File: src/rtl/vga_timing_core.sv
// VGA timing generator with pixel-rate divider, lead-time pixel prefetch and registered outputs.
// Optional VGA_TEST_PATTERN_EN adds i_self_test, which replaces frame-buffer pixels with 8 colour bars.
module vga_timing_core #(
    parameter int H_ACTIVE  = 640,
    parameter int H_FP      = 16,
    parameter int H_SYNC    = 96,
    parameter int H_BP      = 48,
    parameter int V_ACTIVE  = 480,
    parameter int V_FP      = 10,
    parameter int V_SYNC    = 2,
    parameter int V_BP      = 33,
    parameter int H_POL     = 0,
    parameter int V_POL     = 0,
    parameter int CW        = 1,
    parameter int CLK_DIV   = 2,
    parameter int FETCH_LAT = 1
) (
    input  logic          clk,
    input  logic          reset_,
    input  logic          i_enable,
`ifdef VGA_TEST_PATTERN_EN
    input  logic          i_self_test,
`endif
    input  logic [3*CW-1:0] i_pixel_rgb,
    input  logic          i_pixel_valid,
    output logic          o_h_sync,
    output logic          o_v_sync,
    output logic          o_de,
    output logic [CW-1:0] o_r,
    output logic [CW-1:0] o_g,
    output logic [CW-1:0] o_b,
    output logic          o_fetch_next_pixel,
    output logic          o_frame_start,
    output logic          o_underflow
);
    // state  | meaning
    // S_IDLE | disabled or in reset; counters parked at (0,0), outputs at reset levels
    // S_RUN  | raster running; every pixel tick enters the next position

    localparam int H_TOTAL = H_ACTIVE + H_FP + H_SYNC + H_BP;
    localparam int V_TOTAL = V_ACTIVE + V_FP + V_SYNC + V_BP;
    localparam int HW      = $clog2(H_TOTAL);
    localparam int VW      = $clog2(V_TOTAL);
    localparam int DW      = (CLK_DIV > 1) ? $clog2(CLK_DIV) : 1;

    localparam logic [HW-1:0] H_ACT    = HW'(H_ACTIVE);
    localparam logic [HW-1:0] H_SB     = HW'(H_ACTIVE + H_FP);
    localparam logic [HW-1:0] H_SE     = HW'(H_ACTIVE + H_FP + H_SYNC);
    localparam logic [HW-1:0] H_LAST   = HW'(H_TOTAL - 1);
    localparam logic [VW-1:0] V_ACT    = VW'(V_ACTIVE);
    localparam logic [VW-1:0] V_SB     = VW'(V_ACTIVE + V_FP);
    localparam logic [VW-1:0] V_SE     = VW'(V_ACTIVE + V_FP + V_SYNC);
    localparam logic [VW-1:0] V_LAST   = VW'(V_TOTAL - 1);
    localparam logic [DW-1:0] DIV_LAST = DW'(CLK_DIV - 1);
    localparam logic [HW:0]   H_TOT_X  = (HW+1)'(H_TOTAL);
    localparam logic [HW:0]   FLAT_X   = (HW+1)'(FETCH_LAT);
    localparam logic          H_ON     = 1'(H_POL);
    localparam logic          V_ON     = 1'(V_POL);

    typedef enum logic {S_IDLE, S_RUN} state_t;

    state_t          state, state_nxt;
    logic [DW-1:0]   div;
    logic [HW-1:0]   h, h_nxt, ha;
    logic [VW-1:0]   v, v_nxt, va;
    logic [HW:0]     h_sum;
    logic            pix_tick, enter, act_nxt, ahead_act, origin_nxt, self_test, uf_set;
    logic [3*CW-1:0] rgb_nxt;

`ifdef VGA_TEST_PATTERN_EN
    logic [2:0] bar;
    assign self_test = i_self_test;
    assign bar = 3'(({3'b000, h_nxt} << 3) / (HW+3)'(H_ACTIVE));
`else
    assign self_test = 1'b0;
`endif

    always_comb begin
        state_nxt = state;
        pix_tick  = 1'b0;
        enter     = 1'b0;
        h_nxt     = h;
        v_nxt     = v;
        case (state)
            S_IDLE: begin
                if (i_enable) begin
                    state_nxt = S_RUN;
                    enter     = 1'b1;
                    h_nxt     = '0;
                    v_nxt     = '0;
                end
            end
            S_RUN: begin
                pix_tick = (div == DIV_LAST);
                if (!i_enable) begin
                    state_nxt = S_IDLE;
                end else if (pix_tick) begin
                    enter = 1'b1;
                    if (h == H_LAST) begin
                        h_nxt = '0;
                        v_nxt = (v == V_LAST) ? '0 : v + 1'b1;
                    end else begin
                        h_nxt = h + 1'b1;
                    end
                end
            end
            default: state_nxt = S_IDLE;
        endcase
    end

    // Look-ahead position; FETCH_LAT never exceeds H_BP, so one wrap is enough.
    always_comb begin
        h_sum = {1'b0, h_nxt} + FLAT_X;
        va    = v_nxt;
        if (h_sum >= H_TOT_X) begin
            ha = HW'(h_sum - H_TOT_X);
            va = (v_nxt == V_LAST) ? '0 : v_nxt + 1'b1;
        end else begin
            ha = h_sum[HW-1:0];
        end
        act_nxt    = (h_nxt < H_ACT) && (v_nxt < V_ACT);
        ahead_act  = (ha < H_ACT) && (va < V_ACT);
        origin_nxt = (h_nxt == '0) && (v_nxt == '0);
        rgb_nxt    = '0;
        uf_set     = 1'b0;
        if (act_nxt) begin
`ifdef VGA_TEST_PATTERN_EN
            if (self_test)
                rgb_nxt = {{CW{bar[2]}}, {CW{bar[1]}}, {CW{bar[0]}}};
            else
`endif
            if (i_pixel_valid)
                rgb_nxt = i_pixel_rgb;
            else
                uf_set = 1'b1;
        end
    end

    always_ff @(posedge clk or negedge reset_) begin
        if (!reset_) state <= S_IDLE;
        else         state <= state_nxt;
    end

    always_ff @(posedge clk or negedge reset_) begin
        if (!reset_) begin
            div <= '0; h <= '0; v <= '0;
            o_h_sync <= ~H_ON; o_v_sync <= ~V_ON; o_de <= 1'b0;
            o_r <= '0; o_g <= '0; o_b <= '0;
            o_fetch_next_pixel <= 1'b0; o_frame_start <= 1'b0; o_underflow <= 1'b0;
        end else if (!i_enable) begin
            div <= '0; h <= '0; v <= '0;
            o_h_sync <= ~H_ON; o_v_sync <= ~V_ON; o_de <= 1'b0;
            o_r <= '0; o_g <= '0; o_b <= '0;
            o_fetch_next_pixel <= 1'b0; o_frame_start <= 1'b0; o_underflow <= 1'b0;
        end else begin
            div <= (state == S_RUN && !pix_tick) ? div + 1'b1 : '0;
            h   <= h_nxt;
            v   <= v_nxt;
            o_fetch_next_pixel <= enter && ahead_act && !self_test;
            o_frame_start      <= enter && origin_nxt;
            if (enter) begin
                o_h_sync <= (h_nxt >= H_SB && h_nxt < H_SE) ? H_ON : ~H_ON;
                o_v_sync <= (v_nxt >= V_SB && v_nxt < V_SE) ? V_ON : ~V_ON;
                o_de     <= act_nxt;
                {o_r, o_g, o_b} <= rgb_nxt;
                // A miss on the origin pixel itself must survive the per-frame clear.
                if (!self_test)
                    o_underflow <= (origin_nxt ? 1'b0 : o_underflow) | uf_set;
            end
        end
    end
endmodule

File: config.mk
export PLATFORM = sky130hd
export DESIGN_NAME = vga_timing_core
export DESIGN_NICKNAME = d
export VERILOG_FILES = /design/src/rtl/vga_timing_core.sv
export SDC_FILE = /design/constraint.sdc
export NUM_CORES = 1
export LEC_CHECK = 0
export BUFFER_PORTS_ARGS = -buffer_cell sky130_fd_sc_hd__clkbuf_2
export CORE_MARGIN = 5
export CORE_UTILIZATION = 42
export DETAILED_ROUTE_END_ITERATION = 12
export PLACE_DENSITY = 0.66
export SLEW_MARGIN = 20
export SYNTH_ARGS = -nofsm -noshare
export SYNTH_HDL_FRONTEND = slang
export SYNTH_SLANG_ARGS = --single-unit
File: constraint.sdc
create_clock -name clk -period 2.72 [get_ports clk]
set_input_delay 0.136 -clock clk [delete_from_list [all_inputs] [get_ports clk]]
set_output_delay 0.136 -clock clk [all_outputs]
set_load 0.02 [all_outputs]
==> flow_metrics.env <==
export IMPL_post_route_drc_count=0
export IMPL_cap_violations=0
export IMPL_p_int_uw=683
export IMPL_p_comb_frac=0.105
export IMPL_finalWirelength_um=7180
export IMPL_num_vias=2584
export IMPL_dpl_cell_area_um2=2810
export IMPL_fin_util=0.532
export IMPL_syn_to_final_growth_pct=25.4
export IMPL_crit_type="flip-flop to flip-flop"
export IMPL_min_period_ns=2.86
export IMPL_cts_buffer_depth=2
export IMPL_place_ws_ns=-0.219
export IMPL_p_leak_nw=1.30
export IMPL_core_um2=5850
export IMPL_grt_pass1_vias=2331
export IMPL_insertion_delay_ns=0.29
export IMPL_tritoncts="built"
export IMPL_setup_viol=2
export IMPL_grt_pass1_wl_um=11400
export IMPL_portBuffers=15
export IMPL_cts_root_buf="clkbuf_8"
export IMPL_drtAntennaViolNets=0
export IMPL_rsz0062_at_grt="true"
export IMPL_layout_setup_ws_ns=-0.144
export IMPL_firstDrtPassIters=7
export IMPL_pwr_density_cell_nw_per_um2=299
export IMPL_fin_skew_ns=0.00313
export IMPL_synth_cells=298
export IMPL_syn_nets=308
export IMPL_die_h_um=86.9
export IMPL_worst_pin_slew_ns=0.772
export IMPL_grt_ovfl_total=0
export IMPL_required_ns=2.90
export IMPL_slew_violations=0
export IMPL_grt_max_degree=32
export IMPL_start_util=0.424
export IMPL_antenna_cells=0
export IMPL_postLayoutCellArea_um2=3110
export IMPL_synth_seq_area_share=0.314
export IMPL_antenna_found_initial=0
export IMPL_cts_made_buffers=5
export IMPL_viasPerCell=6.12
export IMPL_hpwl_um=5270
export IMPL_cts_sinks=31
export IMPL_violations="setup timing"
export IMPL_ir_drop_mv=0.227
export IMPL_hold_class="primary input to flip-flop"
export IMPL_synth_async_reset_ratio=1.00
export IMPL_first_iter_violations=258
export IMPL_wl_per_cell_um=17.0
export IMPL_relSlewSlack=0.485
export IMPL_reg_largest_list="h: 10 flops, v: 10 flops"
export IMPL_pwr_share_clk=0.382
export IMPL_pin_count=16
export IMPL_arrival_ns=3.05
export IMPL_critPathLaunchType="flip-flop"
export IMPL_gp_congestion=0.919
export IMPL_status="finished with violations"
export IMPL_synth_distinct_cells=71
export IMPL_rows=28
export IMPL_end_kind="flip-flop"
export IMPL_synth_area_um2=2480
export IMPL_cp_max_fo=5
export IMPL_yosys_warnings=0
export IMPL_clk_pin_slew_ns=0.07
export IMPL_post_route_period_util=1.05
export IMPL_power_frac_seq=0.513
export IMPL_syn_area_per_cell_um2=8.33
export IMPL_switching_share=0.265
export IMPL_hold_viol=0
export IMPL_die_w_um=86.9
export IMPL_h_tree_depth=2
export IMPL_fillers=514
export IMPL_yosys_most_used_dff="dfrtp_1"
export IMPL_layout_nets=356
export IMPL_synth_edf_count=0
export IMPL_track_usage=0.191
export IMPL_drive_gt1_frac=0.303
export IMPL_dieArea_um2=7550
export IMPL_fmax_mhz=349
export IMPL_ys_ff_latch=31
export IMPL_switching_power_uw=246
==> timing repair <==
| item | in CTS | in global routing |
|---|---|---|
| hold endpoints to repair | 29 | 0 |
| hold buffers | 1 | 0 |
| gates resized for setup | 3 | 25 |
| buffers inserted | 0 | 7 |
| setup endpoints to repair | 5 | 7 |
| pin swaps | 2 | 13 |
==> worst max-delay path: stages (launching register included) <==
cell and delay (ns):
dfrtp_1 0.37, ha_2 0.18, and4_4 0.25, nand4_4 0.09
or4_4 0.50, o311a_4 0.37, or3_4 0.39, nor2_4 0.11
o2111ai_4 0.14, a2111oi_4 0.36
==> synth_stat cells (4+ instances only) <==
master	n	area, um2
nand3_1	18	90.1
nand4_1	11	68.8
clkbuf_8	5	68.8
nor4_1	7	43.8
a21boi_0	4	30.0
nor3_1	10	50.1
xor2_1	6	52.6
and3_1	6	37.5
inv_1	6	22.5
nor2_1	38	143
dfrtp_1	29	726
nand2_1	24	90.1
buf_2	7	35.0
a21oi_1	11	55.1
clkbuf_1	4	15.0
a311oi_1	6	52.6
o21ai_0	7	35.0
and4_1	4	35.0
==> metal layers <==
metal | up-vias | GRT usage | routed length (um) | share of wire
met5 | - | 0 | 0 | 0
met4 | 0 | 0.0453 | 129 | 0.018
met3 | 14 | 0.0435 | 515 | 0.072
met2 | 109 | 0.300 | 3350 | 0.47
met1 | 1235 | 0.266 | 3190 | 0.44
li1 | 1226 | - | - | -
==> kinds of logic (layout without fill, tap and decap cells) <==
group                      after synthesis  after routing  share of synthesized area
DFF                                     31             31                      0.314
and+or+nand+nor                        153            153                      0.340
xor gates and xnor gates                 9              9                     0.0318
AOI/OAI and AO/OA                       72             72                      0.216
muxes                                    1              1                    0.00403
buffers and inverters                   29             78                     0.0801
adders and majority gates                3              3                     0.0151
==> final timing paths <==
check | cells after the start | from | slack [ns] | end
max | 9 | h[1] | -0.14 | o_fetch_next_pixel
max reg2reg | 9 | h[1] | -0.14 | o_fetch_next_pixel
min | 2 | i_pixel_rgb[1] | 0.08 | o_g
max in group asynchronous | 2 | reset_ | 1.78 | v[5]
min reg2reg | 1 | o_de | 0.50 | o_de
min in group asynchronous | 2 | reset_ | 0.45 | h[4]
==> cell type report <==
class	count	area [um2]	area share
well taps	75	93.8	0.0302
repair buffers	64	483	0.155
flip-flops and latches	31	778	0.250
clock buffers	7	76.3	0.0245
clock inverters	1	5.00	0.00161
multi-input cells	238	1650	0.531
inverters	6	22.5	0.00724
==> layout by cell type (no fill, tap or decap), types with 6 or more instances in the layout <==
cell type / instances
nand2_1: 24
dfrtp_1: 29
nor3_1: 10
xor2_1: 6
nor2_1: 37
clkbuf_2: 15
o21ai_0: 6
nand3_1: 18
buf_4: 45
nand4_1: 11
a21oi_1: 11
==> through the flow <==
| step | std cells | TNS [ns] | power, mW | hold slack (ns) |
|---|---|---|---|---|
| floorplan | 298 | -0.108 | 0.534 | -0.160 |
| global placement | 406 | -0.0820 | 0.574 | 0.246 |
| detailed placement | 406 | -0.315 | 0.576 | 0.257 |
| CTS | 415 | -0.217 | 0.931 | 0.0734 |
| global route | 422 | -0.490 | 0.969 | 0.0888 |
| finish | 422 | -0.191 | 0.929 | 0.0767 |
==> power by group through the flow <==
stage / Clock (mW) / Sequential [mW] / Combinational [mW]
after floorplan: 0 / 0.490 / 0.0436
after global placement: 0 / 0.484 / 0.0898
after detailed placement: 0 / 0.485 / 0.0909
after CTS: 0.362 / 0.476 / 0.0934
after global routing: 0.386 / 0.477 / 0.106
final: 0.355 / 0.477 / 0.0973
Note: power is estimated with default switching activity, not from simulation.
